===== config.mk =====
export PLATFORM = sky130hd
export DESIGN_NAME = mem_arbiter
export DESIGN_NICKNAME = d
export VERILOG_FILES = /design/src/rtl/mem_arbiter_pkg.sv /design/src/rtl/mem_arbiter.sv
export SDC_FILE = /design/constraint.sdc
export NUM_CORES = 1
export LEC_CHECK = 0
export ABC_AREA = 1
export CAP_MARGIN = 20
export CORE_UTILIZATION = 30
export CTS_CLUSTER_SIZE = 20
export DETAILED_ROUTE_END_ITERATION = 12
export DONT_BUFFER_PORTS = 1
export GPL_TIMING_DRIVEN = 1
export PLACE_DENSITY = 0.42
export SLEW_MARGIN = 10
export SYNTH_ARGS = -nofsm -noshare
export SYNTH_HDL_FRONTEND = slang
export SYNTH_SLANG_ARGS = --single-unit

===== constraint.sdc =====
create_clock -name clock -period 1.8 [get_ports clock]
set_input_delay 0.09 -clock clock [delete_from_list [all_inputs] [get_ports clock]]
set_output_delay 0.09 -clock clock [all_outputs]
set_load 0.01 [all_outputs]

===== src/rtl/mem_arbiter_pkg.sv =====
// Shared types for the instruction/data memory arbiter: FSM state encoding and
// the captured bus transaction.
package mem_arbiter_pkg;

  typedef enum logic [2:0] {
    IDLE       = 3'd0,
    INSTR_REQ  = 3'd1,
    INSTR_WAIT = 3'd2,
    DATA_REQ   = 3'd3,
    DATA_WAIT  = 3'd4
  } arb_state_t;

  typedef enum logic {
    SRC_INSTR = 1'b0,
    SRC_DATA  = 1'b1
  } bus_source_t;

  typedef struct packed {
    logic [31:0] address;
    logic [31:0] data;
    logic [3:0]  byte_enable;
    logic        write;
    bus_source_t source;
  } bus_transaction_t;

  localparam logic [3:0] READ_BYTE_ENABLE = 4'hF;

  // Reads always present full byte lanes and a zero write payload on the bus.
  function automatic bus_transaction_t make_read(input logic [31:0] addr, input bus_source_t src);
    bus_transaction_t t;
    t.address     = addr;
    t.data        = 32'h0000_0000;
    t.byte_enable = READ_BYTE_ENABLE;
    t.write       = 1'b0;
    t.source      = src;
    return t;
  endfunction

  function automatic bus_transaction_t make_write(input logic [31:0] addr, input logic [31:0] wdata,
                                                  input logic [3:0] be);
    bus_transaction_t t;
    t.address     = addr;
    t.data        = wdata;
    t.byte_enable = be;
    t.write       = 1'b1;
    t.source      = SRC_DATA;
    return t;
  endfunction

endpackage


===== src/rtl/mem_arbiter.sv =====
// Arbitrates a fetch port and a load/store port onto one single-outstanding bus,
// favouring data traffic but bounding how long a pending fetch can be starved.
module mem_arbiter
  import mem_arbiter_pkg::*;
#(
  parameter int unsigned STARVE_LIMIT = 4
) (
  input  logic        clock,
  input  logic        reset,
  input  logic [31:0] instructionAddress,
  input  logic        instructionRequest,
  output logic [31:0] instructionData,
  output logic        instructionDataValid,
  input  logic [31:0] dataAddress,
  input  logic        dataReadRequest,
  input  logic        dataWriteRequest,
  input  logic [31:0] storeData,
  input  logic [3:0]  byteEnable,
  output logic [31:0] loadData,
  output logic        loadDataValid,
  output logic        storeComplete,
  output logic [31:0] busAddress,
  output logic [31:0] busWriteData,
  output logic [3:0]  busByteEnable,
  output logic        busWrite,
  output logic        busRequest,
  input  logic        busReady,
  input  logic [31:0] busReadData,
  input  logic        busReadValid
);

  localparam int CW = (STARVE_LIMIT < 1) ? 1 : $clog2(STARVE_LIMIT + 1);

  arb_state_t       state, state_next;
  logic [CW-1:0]    starve_count, starve_next;
  bus_transaction_t txn, txn_next;
  logic             flush, flush_next, flush_now;
  logic             bus_request, bus_request_next;
  logic [31:0]      instr_data_next, load_data_next;
  logic             instr_valid_next, load_valid_next, store_complete_next;
  logic             data_pending, starve_at_limit, instr_grant, data_grant;

  assign data_pending    = dataReadRequest | dataWriteRequest;
  assign starve_at_limit = (starve_count == CW'(STARVE_LIMIT));
  assign instr_grant     = instructionRequest & (~data_pending | starve_at_limit);
  assign data_grant      = data_pending & ~instr_grant;

  assign busAddress    = txn.address;
  assign busWriteData  = txn.data;
  assign busByteEnable = txn.byte_enable;
  assign busWrite      = txn.write;
  assign busRequest    = bus_request;

  // Grant decision, bus handshake and response routing.
  always_comb begin
    state_next          = state;
    starve_next         = starve_count;
    txn_next            = txn;
    flush_next          = flush;
    bus_request_next    = bus_request;
    instr_data_next     = instructionData;
    load_data_next      = loadData;
    instr_valid_next    = 1'b0;
    load_valid_next     = 1'b0;
    store_complete_next = 1'b0;
    // A fetch whose address moved or whose request dropped is stale once it returns.
    flush_now = flush | ((state == INSTR_WAIT) &
                         ((instructionAddress != txn.address) | ~instructionRequest));

    case (state)
      IDLE: begin
        if (instr_grant) begin
          state_next       = INSTR_REQ;
          txn_next         = make_read(instructionAddress, SRC_INSTR);
          starve_next      = '0;
          bus_request_next = 1'b1;
          flush_next       = 1'b0;
        end else if (data_grant) begin
          state_next       = DATA_REQ;
          bus_request_next = 1'b1;
          flush_next       = 1'b0;
          if (dataWriteRequest) begin
            txn_next = make_write(dataAddress, storeData, byteEnable);
          end else begin
            txn_next = make_read(dataAddress, SRC_DATA);
          end
          if (instructionRequest && !starve_at_limit) begin
            starve_next = starve_count + CW'(1);
          end else begin
            starve_next = starve_count;
          end
        end else begin
          state_next = IDLE;
        end
      end
      INSTR_REQ: begin
        if (busReady) begin
          state_next       = INSTR_WAIT;
          bus_request_next = 1'b0;
        end else begin
          state_next = INSTR_REQ;
        end
      end
      DATA_REQ: begin
        if (busReady) begin
          bus_request_next = 1'b0;
          if (txn.write) begin
            state_next          = IDLE;
            store_complete_next = 1'b1;
          end else begin
            state_next = DATA_WAIT;
          end
        end else begin
          state_next = DATA_REQ;
        end
      end
      INSTR_WAIT, DATA_WAIT: begin
        if (busReadValid) begin
          state_next = IDLE;
          flush_next = 1'b0;
          if (txn.source == SRC_DATA) begin
            load_data_next  = busReadData;
            load_valid_next = 1'b1;
          end else if (!flush_now) begin
            instr_data_next  = busReadData;
            instr_valid_next = 1'b1;
          end else begin
            instr_data_next = instructionData;
          end
        end else begin
          flush_next = flush_now;
        end
      end
      default: begin
        state_next       = IDLE;
        bus_request_next = 1'b0;
        flush_next       = 1'b0;
      end
    endcase
  end

  // All arbiter state and registered outputs.
  always_ff @(posedge clock or negedge reset) begin
    if (!reset) begin
      state                <= IDLE;
      starve_count         <= '0;
      txn                  <= '0;
      flush                <= 1'b0;
      bus_request          <= 1'b0;
      instructionData      <= 32'h0000_0000;
      instructionDataValid <= 1'b0;
      loadData             <= 32'h0000_0000;
      loadDataValid        <= 1'b0;
      storeComplete        <= 1'b0;
    end else begin
      state                <= state_next;
      starve_count         <= starve_next;
      txn                  <= txn_next;
      flush                <= flush_next;
      bus_request          <= bus_request_next;
      instructionData      <= instr_data_next;
      instructionDataValid <= instr_valid_next;
      loadData             <= load_data_next;
      loadDataValid        <= load_valid_next;
      storeComplete        <= store_complete_next;
    end
  end

endmodule


After elaboration in Yosys (flattened, before gate mapping). Cells that the tools add are included.

Flip-flop bits (word level): 145. Bits of input ports: 139.

Reductions and logical operators: 13. Eq/ne operators: 9. Add/sub/neg operators: 1. Bitwise operators: 14. Multiplexer cells: 31.

Operator list (number): $mux W70 (2); $mux W38 (1); $ne A32 B32 Y1 (1); $mux W3 (6); $mux W1 (16); $pmux W3 S4 (1); $reduce_and A3 Y1 (3); $not A1 Y1 (7); $eq A3 B2 Y1 const B (2); $eq A3 B3 Y1 const B (2); $mux W2 (3); $pmux W1 S3 (2); $or A1 B1 Y1 (4); $reduce_and A2 Y1 (2); $reduce_and A4 Y1 (1); $reduce_bool A2 Y1 (2); $reduce_or A2 Y1 (2); $add A3 B1 Y3 const B (1); $and A1 B1 Y1 (3); $eq A3 B1 Y1 const B (1); $logic_not A3 Y1 (1); $ne A3 B3 Y1 const B (1); $ne A2 B1 Y1 const B (1); $ne A2 B2 Y1 const B (1); other kinds (2) (2).

Depth between registers and ports, before layout. Gate-level depths: netlist of the first run.

Depth after elaboration: 9. Depth in mapped cells: 14. Gate-level depth less buffers: 13.

Worst setup path after synthesis of the first run. OpenSTA, ideal clock, no wires.

Path kind: register to register. From: reg starve_count[0]. To: reg txn, in the netlist busWriteData[10]. Buffers on the path: 1. Library setup time: 121 ps. Period minus slack after synthesis: 1508 ps. Setup slack: 292 ps. Arrival: 1387 ps. Cell stages (with the launch flop): 10. Cell sequence: dfrtp_1 inv_1 ha_1 a21oi_2 nor2_2 inv_2 nand3_2 inv_2 buf_4 a22o_1.

Word-level cells in the longest chain between the ends: 7. Elaborated cells between the ends (all ways): 8. Those cells by class: 1 x eq/ne; 1 x mux; 4 x bitwise; 2 x reduce/logical.

Ends and longest elaborated chain: start: declaration (RTL line mem_arbiter.sv:35) `logic [CW-1:0] starve_count, starve_next;`; start signal: assignment (RTL line mem_arbiter.sv:157) `starve_count <= starve_next;`; $eq A3 B3 Y1 (*) (RTL line mem_arbiter.sv:44) `assign starve_at_limit = (starve_count == CW'(STARVE_LIMIT));`; $or A1 B1 Y1 (*) (RTL line mem_arbiter.sv:45) `assign instr_grant = instructionRequest & (~data_pending | starve_at_limit);`; $and A1 B1 Y1 (*) (RTL line mem_arbiter.sv:45); $not A1 Y1 (RTL line mem_arbiter.sv:46) `assign data_grant = data_pending & ~instr_grant;`; $and A1 B1 Y1 (RTL line mem_arbiter.sv:46); $reduce_bool A2 Y1 (no line); $reduce_and A2 Y1 (no line); end signal: assignment (RTL line mem_arbiter.sv:158) `txn <= txn_next;`; end: declaration (RTL line mem_arbiter.sv:36) `bus_transaction_t txn, txn_next;`.

Mark *: on every way between the ends. The rest lies on a longest branch, timed or not. A chain may end at the register's enable or synchronous reset.

Final worst setup path of the first run.
From: reg txn, in the netlist busAddress[16]. To: reg instructionData[17].

Word-level cells in the longest chain between the ends: 6.

Ends and longest elaborated chain: $ne A32 B32 Y1 (RTL line mem_arbiter.sv:68) `((instructionAddress != txn.address) | ~instructionRequest));`; $or A1 B1 Y1 (RTL line mem_arbiter.sv:68); $and A1 B1 Y1 (RTL line mem_arbiter.sv:67) `flush_now = flush | ((state == INSTR_WAIT) &`; $or A1 B1 Y1 (RTL line mem_arbiter.sv:67); $not A1 Y1 (no line); $reduce_and A4 Y1 (no line); end signal: assignment (RTL line mem_arbiter.sv:161) `instructionData <= instr_data_next;`; end: declaration (RTL line mem_arbiter.sv:12) `output logic [31:0] instructionData,`.

Every way passes these cells.

==> metrics, run 1 <==
GPL Wtd Cong=0.7670; Initial Util=0.3071; max-slew violation count=0; Area after DPL=7041 um2; Final setup viols=0; flops & latches, synth=145; slew of the pin with the lowest slew margin=0.5572 ns; ys async rst share=1.000; most frequent cells in the layout=nand2_1 (227), dfrtp_1 (145), dlygate4sd3_1 (138); startpoint types=register; largest net degree at the start of global routing=146; count of final hold-check violations=145; crit end category=register; Post-synth EDFFs=0; sequential fraction of the synthesis area=0.5188; max cap viols=0; Hold Path Class=in2async; Seq pwr share=0.428; status=complete, but fails checks; Max Clock Freq=0.5778 GHz; Mapped Area=6994 um2; number of global-route vias before repair=5921; # DRC=0; layout cells sized above 1=0.1258; CTS H-tree lvls=4; die height=154.7 um; cell row count=55; WL/cell=16.57 um; crit path kind=reg2reg; P&R area growth vs syn=30.64%; core footprint=22780 um2; Logic pwr share=0.340; Clk pwr share=0.233; crit share post-route=0.9614; Critical Path RT=2.10 ns; Net Count, Synth=941; CTS tree=built; Total Die Area=23930 um2; Slew HR=0.6280; Hold WS=-0.6238 ns; Sw Pwr=6.232 mW; Int Power=9.177 mW; final wirelength=20340 um; Adder-Cell Fraction of Synth Area=0.003578; # IOs=276; leakage=4.470 nW; design area=9138 um2; RSZ-0062 raised after global routing=true; TritonCTS Buffers=17; Post-DRT Antenna Nets=0; Syn Inst Count=800; initial antenna violation count=1; post-layout util=0.4012; Synth Area in XOR/XNOR=0.003757; total power=15.41 mW; pwr dens=1686 nW/um2; crit path DAT=2.03 ns; grt ovf=0; simple-gate share of the synthesized area=0.2120; setup tns final=0 ns; post-DR vias/cell=4.615; CTS clk-pin slew, worst paths=0.07 ns; synth warn=0; first-pass GRT wire length=31400 um; Avg Cell Area, Syn=8.743 um2; Peak VDD IR=0.6827 mV; prevailing post-synth register cell=dfrtp_1; post-DP HPWL=13140 um; fin crit period=1.731 ns; port buffer count=0; Via Count=5667; Clock Tree Buf Depth=2; Root Driver=clkbuf_16; commonest non-fill, non-tap cell in the layout=nand2_1; largest family of logic cells by synthesized area=simple AND/OR/NAND/NOR gates; switching part of the total=0.4045; Final Skew=0.01604 ns; Die W=154.7 um; drt pass-1 iters=4; mux share of post-synthesis cell area=0; worst-path fanout max=23; Synth cell types=29; failing checks=hold timing; 1st-iter DRT viols=282; nets=1042; Sinks on Clock Net=145; Skew-Pair Late Insertion Delay=0.42 ns; Synth Area in Compound Gates=0.1129; Post-CTS Hold Fix Bufs=138; gr usage total=0.1689
## cell usage after synthesis (3+ instances only)
| cell | instances | area, um2 |
|---|---|---|
| nand2_1 | 237 | 889.6 |
| dfrtp_1 | 145 | 3628 |
| buf_4 | 77 | 578.1 |
| inv_1 | 69 | 259.0 |
| nor2_1 | 50 | 187.7 |
| o21ai_0 | 49 | 245.2 |
| nand4_1 | 40 | 250.2 |
| a22o_1 | 32 | 280.3 |
| o22ai_1 | 30 | 187.7 |
| buf_2 | 11 | 55.05 |
| clkbuf_1 | 11 | 41.29 |
| buf_6 | 7 | 78.83 |
| inv_2 | 7 | 26.28 |
| nand3_1 | 6 | 30.03 |
| a21oi_1 | 5 | 25.02 |
| o22a_1 | 4 | 35.03 |
| nand2_2 | 3 | 18.77 |
| nor3_2 | 3 | 30.03 |
## state kept, by name, summed over array words and instances (netlist names)
| signal | cells |
|---|---|
| busAddress | 32 |
| busWriteData | 32 |
| instructionData | 32 |
| loadData | 32 |
| busByteEnable | 4 |
| starve_count | 3 |
| state | 3 |
| busRequest | 1 |
| busWrite | 1 |
| flush | 1 |
| instructionDataValid | 1 |
| loadDataValid | 1 |
| storeComplete | 1 |
| txn | 1 |
## cell type report
type                            count  area, um2
Fill cell                        2298      13640
Sequential cell                   145       3628
Multi-Input combinational cell    472       2369
Timing Repair Buffer              188       1862
Clock buffer                       19      452.9
Tap cell                          313      391.6
Inverter                           77      291.5
Clock inverter                     13      140.1
Antenna cell                        1      2.502
## critical path, stage by stage (launching register included)
cell and delay (ns):
dfrtp_1 0.38, inv_1 0.07, nand2_1 0.06, nand4_1 0.10
nor2_1 0.14, nand2_1 0.11, nor2_2 0.15, nand2_2 0.08
nand2_4 0.11, nand3_4 0.11, buf_12 0.18, nand2_1 0.07
nand2_1 0.06
## final timing paths
kind	depth (start not counted)	endpoint	slack, ns	start
setup reg to reg	12	instructionData[17]	0.07	busAddress[16]
setup / recovery	12	instructionData[17]	0.07	busAddress[16]
min in group clock	3	busWrite	0.03	dataWriteRequest
max in group asynchronous	0	busWriteData[31]	2.26	reset
hold reg to reg	2	instructionData[23]	0.54	instructionData[23]
hold / removal	0	instructionData[17]	-0.62	reset
## power by group through the flow
stage	registers, mW	clock network [mW]	logic [mW]
floorplan	5.94	0	4.65
global placement	6.59	0	4.59
detailed placement	6.62	0	4.74
CTS	6.58	3.71	5.00
global route	6.78	3.84	5.88
finish	6.59	3.59	5.23
## timing repair
item	4_1_cts	5_1_grt
buffers inserted	0	1
endpoints found under the hold margin	284	145
resized for setup	0	21
setup endpoints to repair	0	67
## metal layers
| metal | up-vias | share of wire | global-route usage |
|---|---|---|---|
| met2 | 176 | 0.50 | 0.2952 |
| li1 | 2749 | - | - |
| met3 | 12 | 0.068 | 0.05324 |
| met4 | 0 | 0.010 | 0.04762 |
| met5 | - | 0 | 0 |
| met1 | 2730 | 0.42 | 0.1984 |
## per-stage QoR
stage	instances	worst slack, ns
after floorplan	800	0.2918
after global placement	1053	0.06110
after detailed placement	1053	0.05511
after CTS	1223	0.02952
after global routing	1228	-0.1167
final	1228	0.06943
## kinds of logic after synthesis
group,count (synthesis)
and+or+nand+nor,345
buffers and inverters,183
DFF,145
AOI/OAI and AO/OA,122
xor gates and xnor gates,3
adders and majority gates,2
No activity file was read; power rests on OpenSTA's default activity.
==> run 2, diff against run 1 <==
CTS_CLUSTER_DIAMETER = 120   (was not set)
SETUP_SLACK_MARGIN = 0.5   (was not set)
==> run 2 against run 1 <==
Effect of this change: the run ends with hold timing, setup timing left; sequential power increased by 1%; core utilization increased by 8.2 points; hold slack got worse by 0.012 ns; first-iteration DRC count decreased by 2.1%; critical path depth decreased by 4; via count increased by 11%; register-to-register slack got worse by 0.13 ns; critical path type unchanged; critical endpoint is now busWriteData[19].
==> metrics, run 2 (same netlist as run 1, synthesis figures left out) <==
layout cells sized above 1=0.3154 (+0.1895); crit share post-route=1.035 (+0.07356); failing checks=hold timing, setup timing; count of final hold-check violations=145 (unchanged); DP Worst Slack=-0.01884 ns (-0.07395 ns); max-slew violation count=0 (unchanged); post-DR vias/cell=4.847 (+5.0%); total power=19.67 mW (+28%); most frequent cells in the layout=nand2_1 (176), dfrtp_1 (145), dlygate4sd3_1 (135); die height=154.7 um (unchanged); CP delay by family, top=buffers and inverters; multi-input logic area=2950 um2 (+25%); Peak VDD IR=0.9926 mV (+45%); largest net degree at the start of global routing=146 (unchanged); filler cell count=2069 (-10%); Int Power=11.66 mW (+27%); TritonCTS Buffers=17 (unchanged); P&R area growth vs syn=57.28%; register area=3628 um2 (unchanged); gr usage total=0.1993 (+0.03043); Root Driver=clkbuf_16; port buffer count=0 (unchanged); Sw Pwr=8.011 mW (+29%); Die W=154.7 um (unchanged); initial antenna violation count=0 (-1); Final setup viols=40 (+40); Critical Path RT=2.10 ns (about the same); worst-path fanout max=10 (-57%); Critical Path Max Stage Delay=0.42 ns (+0.04 ns); Clk pwr share=0.173 (-0.060); Crit path top cell by count=buf_12; Hold WS=-0.6357 ns (-0.01192 ns); slew of the pin with the lowest slew margin=0.4544 ns (-0.1028 ns); crit path kind=reg2reg; Via Count=6282 (+11%); number of global-route vias before repair=6434 (+8.7%); Logic pwr share=0.488 (+0.148); Skew-Pair Late Insertion Delay=0.42 ns (about the same); Max Clock Freq=0.5368 GHz (-7.1%); Slew HR=0.6971 (+0.06904); fin crit period=1.863 ns (+0.1324 ns); Total Die Area=23930 um2 (unchanged); Final Skew=0.01449 ns (-0.001554 ns); CTS clk-pin slew, worst paths=0.07 ns (about the same); drt pass-1 iters=5 (+1); CTS H-tree lvls=4 (unchanged); commonest non-fill, non-tap cell in the layout=nand2_1; 1st-iter DRT viols=276 (-2.1%); status=complete, but fails checks; cell row count=55 (unchanged); final wirelength=25390 um (+25%); GPL Wtd Cong=0.7735 (+0.85%); worst-path cell chain=buf_6, nor3_4, inv_2, nor2_4, buf_12, buf_12, clkinv_16, a22o_1; Sinks on Clock Net=145 (unchanged); # DRC=0 (unchanged); crit path DAT=2.17 ns (+0.14 ns); RSZ-0062 raised after global routing=true; Seq pwr share=0.339 (-0.089); Hold Path Class=in2async; n_diodes=0 (-1); Clock Tree Buf Depth=2 (unchanged); Initial Util=0.3071 (unchanged); crit end category=register; grt ovf=0 (unchanged); leakage=5.168 nW (+16%); WL/cell=19.59 um (+18%); max cap viols=0 (unchanged); post-DP HPWL=13340 um (+1.6%); Post-CTS Hold Fix Bufs=135 (-2.2%); CTS tree=built; core footprint=22780 um2 (unchanged); Worst path slowest cell=dfrtp_1; switching part of the total=0.4073 (+0.002839); # IOs=276 (unchanged); nets=1111 (+6.6%); Buf+Inv Stages, Crit Path=5 (+3); first-pass GRT wire length=36190 um (+15%); startpoint types=register; Post-DRT Antenna Nets=0 (unchanged); pwr dens=1788 nW/um2 (+6.0%); fin worst setup slack=-0.06299 ns (-0.1324 ns)
[run 2: what timing repair did]
action,in CTS,in global routing
gates resized for setup,171,112
setup buffers,30,19
cloned,18,7
pin swaps,49,38
setup endpoints to repair,143,143
endpoints found under the hold margin,283,145
[run 2: worst paths after layout]
check | cells after the start | startpoint | endpoint | slack [ns]
max | 8 | state[0] | busWriteData[19] | -0.06
min | 0 | reset | busWriteData[3] | -0.64
max reg2reg | 8 | state[0] | busWriteData[19] | -0.06
min reg2reg | 2 | starve_count[1] | starve_count[1] | 0.53
max in group asynchronous | 0 | reset | starve_count[2] | 2.15
min in group clock | 3 | dataWriteRequest | busWrite | 0.01
[run 2: through the flow]
| step | TNS, ns | instance area [um2] | utilization | std cells | hold WS [ns] |
|---|---|---|---|---|---|
| 3_3_place_gp | 0 | 7084 | 0.3110 | 1055 | -0.2025 |
| 2_1_floorplan | 0 | 7042 | - | 800 | -0.2056 |
| 3_5_place_dp | -0.1580 | 7084 | 0.3110 | 1055 | -0.2028 |
| 5_1_grt | -8.261 | 11000 | 0.4829 | 1296 | -0.6705 |
| 4_1_cts | 0 | 10170 | 0.4464 | 1270 | -0.6602 |
| 6_report | -1.310 | 11000 | 0.4829 | 1296 | -0.6357 |
[run 2: area by class of cell]
| type | count | area share |
|---|---|---|
| clock buffer | 18 | 0.03992 |
| multi-input combinational | 472 | 0.2682 |
| inverter | 77 | 0.03105 |
| clock inverter | 14 | 0.01092 |
| tap | 313 | 0.03560 |
| timing repair inverter | 5 | 0.01103 |
| timing repair buffer | 252 | 0.2734 |
| sequential | 145 | 0.3298 |
[run 2: layer usage]
layer / track usage / wire (um) / part of all wire
met5: 0 / 0 / 0
met4: 0.06271 / 440 / 0.017
met3: 0.05127 / 1706 / 0.067
met2: 0.3376 / 12420 / 0.49
met1: 0.2477 / 10830 / 0.43
[run 2: worst reg2reg max path, stage by stage, from the launching register on]
cell and delay, ns:
dfrtp_1 0.42, buf_6 0.14, nor3_4 0.22, inv_2 0.09, nor2_4 0.20, buf_12 0.22
buf_12 0.15, clkinv_16 0.07, a22o_1 0.24
[run 2: power by group through the flow]
stage	Sequential, mW	Combinational [mW]	Clock [mW]
6_report	6.67	9.60	3.40
5_1_grt	6.85	10.3	3.63
4_1_cts	6.60	7.70	3.51
3_5_place_dp	6.59	4.89	0
3_3_place_gp	6.56	4.74	0
2_1_floorplan	5.94	4.75	0
==> run 3, diff against run 2 <==
clock period = 1.75 ns   (was 1.8 ns; I/O delays follow)
==> run 3 against run 2 <==
Effect of this change: the flow still finishes with violations (hold timing, setup timing); clock skew decreased by 0.0036 ns; largest power group unchanged; highest routed layer unchanged; fmax up 2.6%; sequential share of layout area grew 0.58 points; combinational power down 12%; non-clock buffer count is 12 lower; clock-buffer cell count is 1 lower.
==> metrics, run 3 (same netlist as run 1, synthesis figures left out) <==
post-DR vias/cell=4.880 (+0.67%); Int Power=11.02 mW (-5.5%); cell row count=55 (unchanged); layout cells sized above 1=0.3306 (+0.01522); leakage=5.161 nW (-0.13%); Seq pwr share=0.365 (+0.026); TritonCTS Buffers=17 (unchanged); # DRC=0 (unchanged); Final setup viols=31 (-23%); initial antenna violation count=0 (unchanged); Critical Path Max Stage Delay=0.38 ns (-0.04 ns); count of final hold-check violations=145 (unchanged); gr usage total=0.1785 (-0.02080); GPL Wtd Cong=0.7857 (+1.6%); Final Skew=0.01089 ns (-0.003599 ns); n_diodes=0 (unchanged); Die W=154.7 um (unchanged); fin crit period=1.815 ns (-0.04809 ns); P&R area growth vs syn=54.69%; Clock Tree Buf Depth=2 (unchanged); drt pass-1 iters=4 (-1); RSZ-0062 raised after global routing=true; failing checks=hold timing, setup timing; routing usage on met3=0.04959 (-0.001681); Post-DRT Antenna Nets=0 (unchanged); crit path DAT=2.13 ns (-0.04 ns); GR Util met1=0.2034 (-0.04426); Peak VDD IR=0.7293 mV (-27%); # IOs=276 (unchanged); placed insts=1066 (+1.0%); Slew HR=0.7471 (+0.05007); non-filler cells, final=1281 (-1.2%); Root Driver=clkbuf_16; Critical Path RT=2.06 ns (-0.04 ns); Max Clock Freq=0.5510 GHz (+2.6%); first-pass GRT wire length=33240 um (-8.2%); Clk pwr share=0.189 (+0.016); Total Die Area=23930 um2 (unchanged); crit path kind=reg2reg; most frequent cells in the layout=nand2_1 (145), dfrtp_1 (143), dlygate4sd3_1 (135); Initial Util=0.3071 (unchanged); core footprint=22780 um2 (unchanged); CTS H-tree lvls=4 (unchanged); worst-path fanout max=16 (+6); global route hottest layer=met2; setup tns final=-0.9964 ns (+0.3136 ns); max-slew violation count=0 (unchanged); fin worst setup slack=-0.06489 ns (-0.001906 ns); Buf+Inv Stages, Crit Path=2 (-3); CP delay by family, top=simple AND/OR/NAND/NOR gates; Worst path slowest cell=dfrtp_1; GR Layer Usage met2=0.3137 (-0.02392); Post-CTS Hold Fix Bufs=135 (unchanged); nets=1096 (-1.4%); Skew-Pair Late Insertion Delay=0.42 ns (about the same); slew of the pin with the lowest slew margin=0.3793 ns (-0.07510 ns); Area after DPL=7179 um2 (+1.3%); commonest non-fill, non-tap cell in the layout=nand2_1; Hold Path Class=in2async; post-layout util=0.4750 (-0.007965); 1st-iter DRT viols=331 (+20%); number of global-route vias before repair=6327 (-1.7%); Hold WS=-0.6430 ns (-0.007289 ns); crit share post-route=1.037 (+0.002089); design area=10820 um2 (-1.6%); CTS tree=built; WL/cell=19.52 um (-0.38%); Sinks on Clock Net=145 (unchanged); CTS clk-pin slew, worst paths=0.07 ns (about the same); Sw Pwr=7.822 mW (-2.4%); largest net degree at the start of global routing=146 (unchanged); pwr dens=1741 nW/um2 (-2.6%); worst-path cell chain=inv_1, nand2_1, nand4_1, nor2_1, nand2_1, nor2_2, nand2_2, nand2_4, nand3_4, clkbuf_16, nand2_1, nand2_1; startpoint types=register; Via Count=6251 (-0.49%); post-DP HPWL=13960 um (+4.6%); status=complete, but fails checks; switching part of the total=0.4152 (+0.007934); max cap viols=0 (unchanged); grt ovf=0 (unchanged); crit end category=register; port buffer count=0 (unchanged); Logic pwr share=0.446 (-0.042); final wirelength=25000 um (-1.5%); die height=154.7 um (unchanged); Crit path top cell by count=nand2_1
==> run 3: repair_timing <==
| item | in CTS | in global routing |
|---|---|---|
| gates resized for setup | 13 | 288 |
| hold endpoints to repair | 284 | 145 |
| setup buffers | 3 | 21 |
| endpoints found under the setup margin | 143 | 143 |
| gates cloned | 2 | 22 |
| pin swaps | 1 | 66 |
==> run 3: metrics by stage <==
| step | power, mW | worst slack, ns |
|---|---|---|
| 4_1_cts | 16.32 | 0.004997 |
| 2_1_floorplan | 11.00 | 0.2605 |
| 3_3_place_gp | 11.79 | -0.04885 |
| 6_report | 18.84 | -0.06489 |
| 3_5_place_dp | 12.01 | -0.08458 |
| 5_1_grt | 19.94 | -0.1795 |
==> run 3: cell type report <==
type	count	area, um2
clock buffers	17	425.4
repair inverters	2	31.28
repair buffers	240	2755
well taps	313	391.6
clock inverters	15	143.9
fillers	2070	11960
multi-input cells	472	3082
inverters	77	359.1
flip-flops and latches	145	3631
==> run 3: path summary, 6_finish.rpt <==
| check | start | end | slack (ns) | cells after the start |
|---|---|---|---|---|
| worst max-delay path | busAddress[6] | instructionData[27] | -0.06 | 12 |
| worst min-delay path | reset | busWriteData[10] | -0.64 | 0 |
| worst max register to register | busAddress[6] | instructionData[27] | -0.06 | 12 |
| worst min register to register | starve_count[1] | starve_count[1] | 0.52 | 2 |
| max in group asynchronous | reset | state[0] | 2.14 | 0 |
| min in group clock | dataWriteRequest | busWrite | 0.03 | 3 |
==> run 3: layer usage <==
layer,share of wire,wire (um),vias to the layer above
met5,0,0,-
met4,0.028,706,0
met3,0.065,1621,48
met2,0.51,12680,262
met1,0.40,10000,3082
li1,-,-,2859
==> run 3: power by group through the flow <==
stage	combinational [mW]	clock, mW	sequential, mW
global placement	5.02	0	6.76
detailed placement	5.21	0	6.81
CTS	5.92	3.63	6.76
floorplan	4.89	0	6.11
global route	9.05	3.80	7.09
finish	8.40	3.56	6.88
==> run 3: worst reg2reg max path, cell delays in order, from the launching register on <==
cell and delay [ns]:
dfrtp_1 0.38, inv_1 0.08, nand2_1 0.07, nand4_1 0.12, nor2_1 0.16, nand2_1 0.09, nor2_2 0.14, nand2_2 0.10
nand2_4 0.10, nand3_4 0.12, clkbuf_16 0.21, nand2_1 0.08, nand2_1 0.06
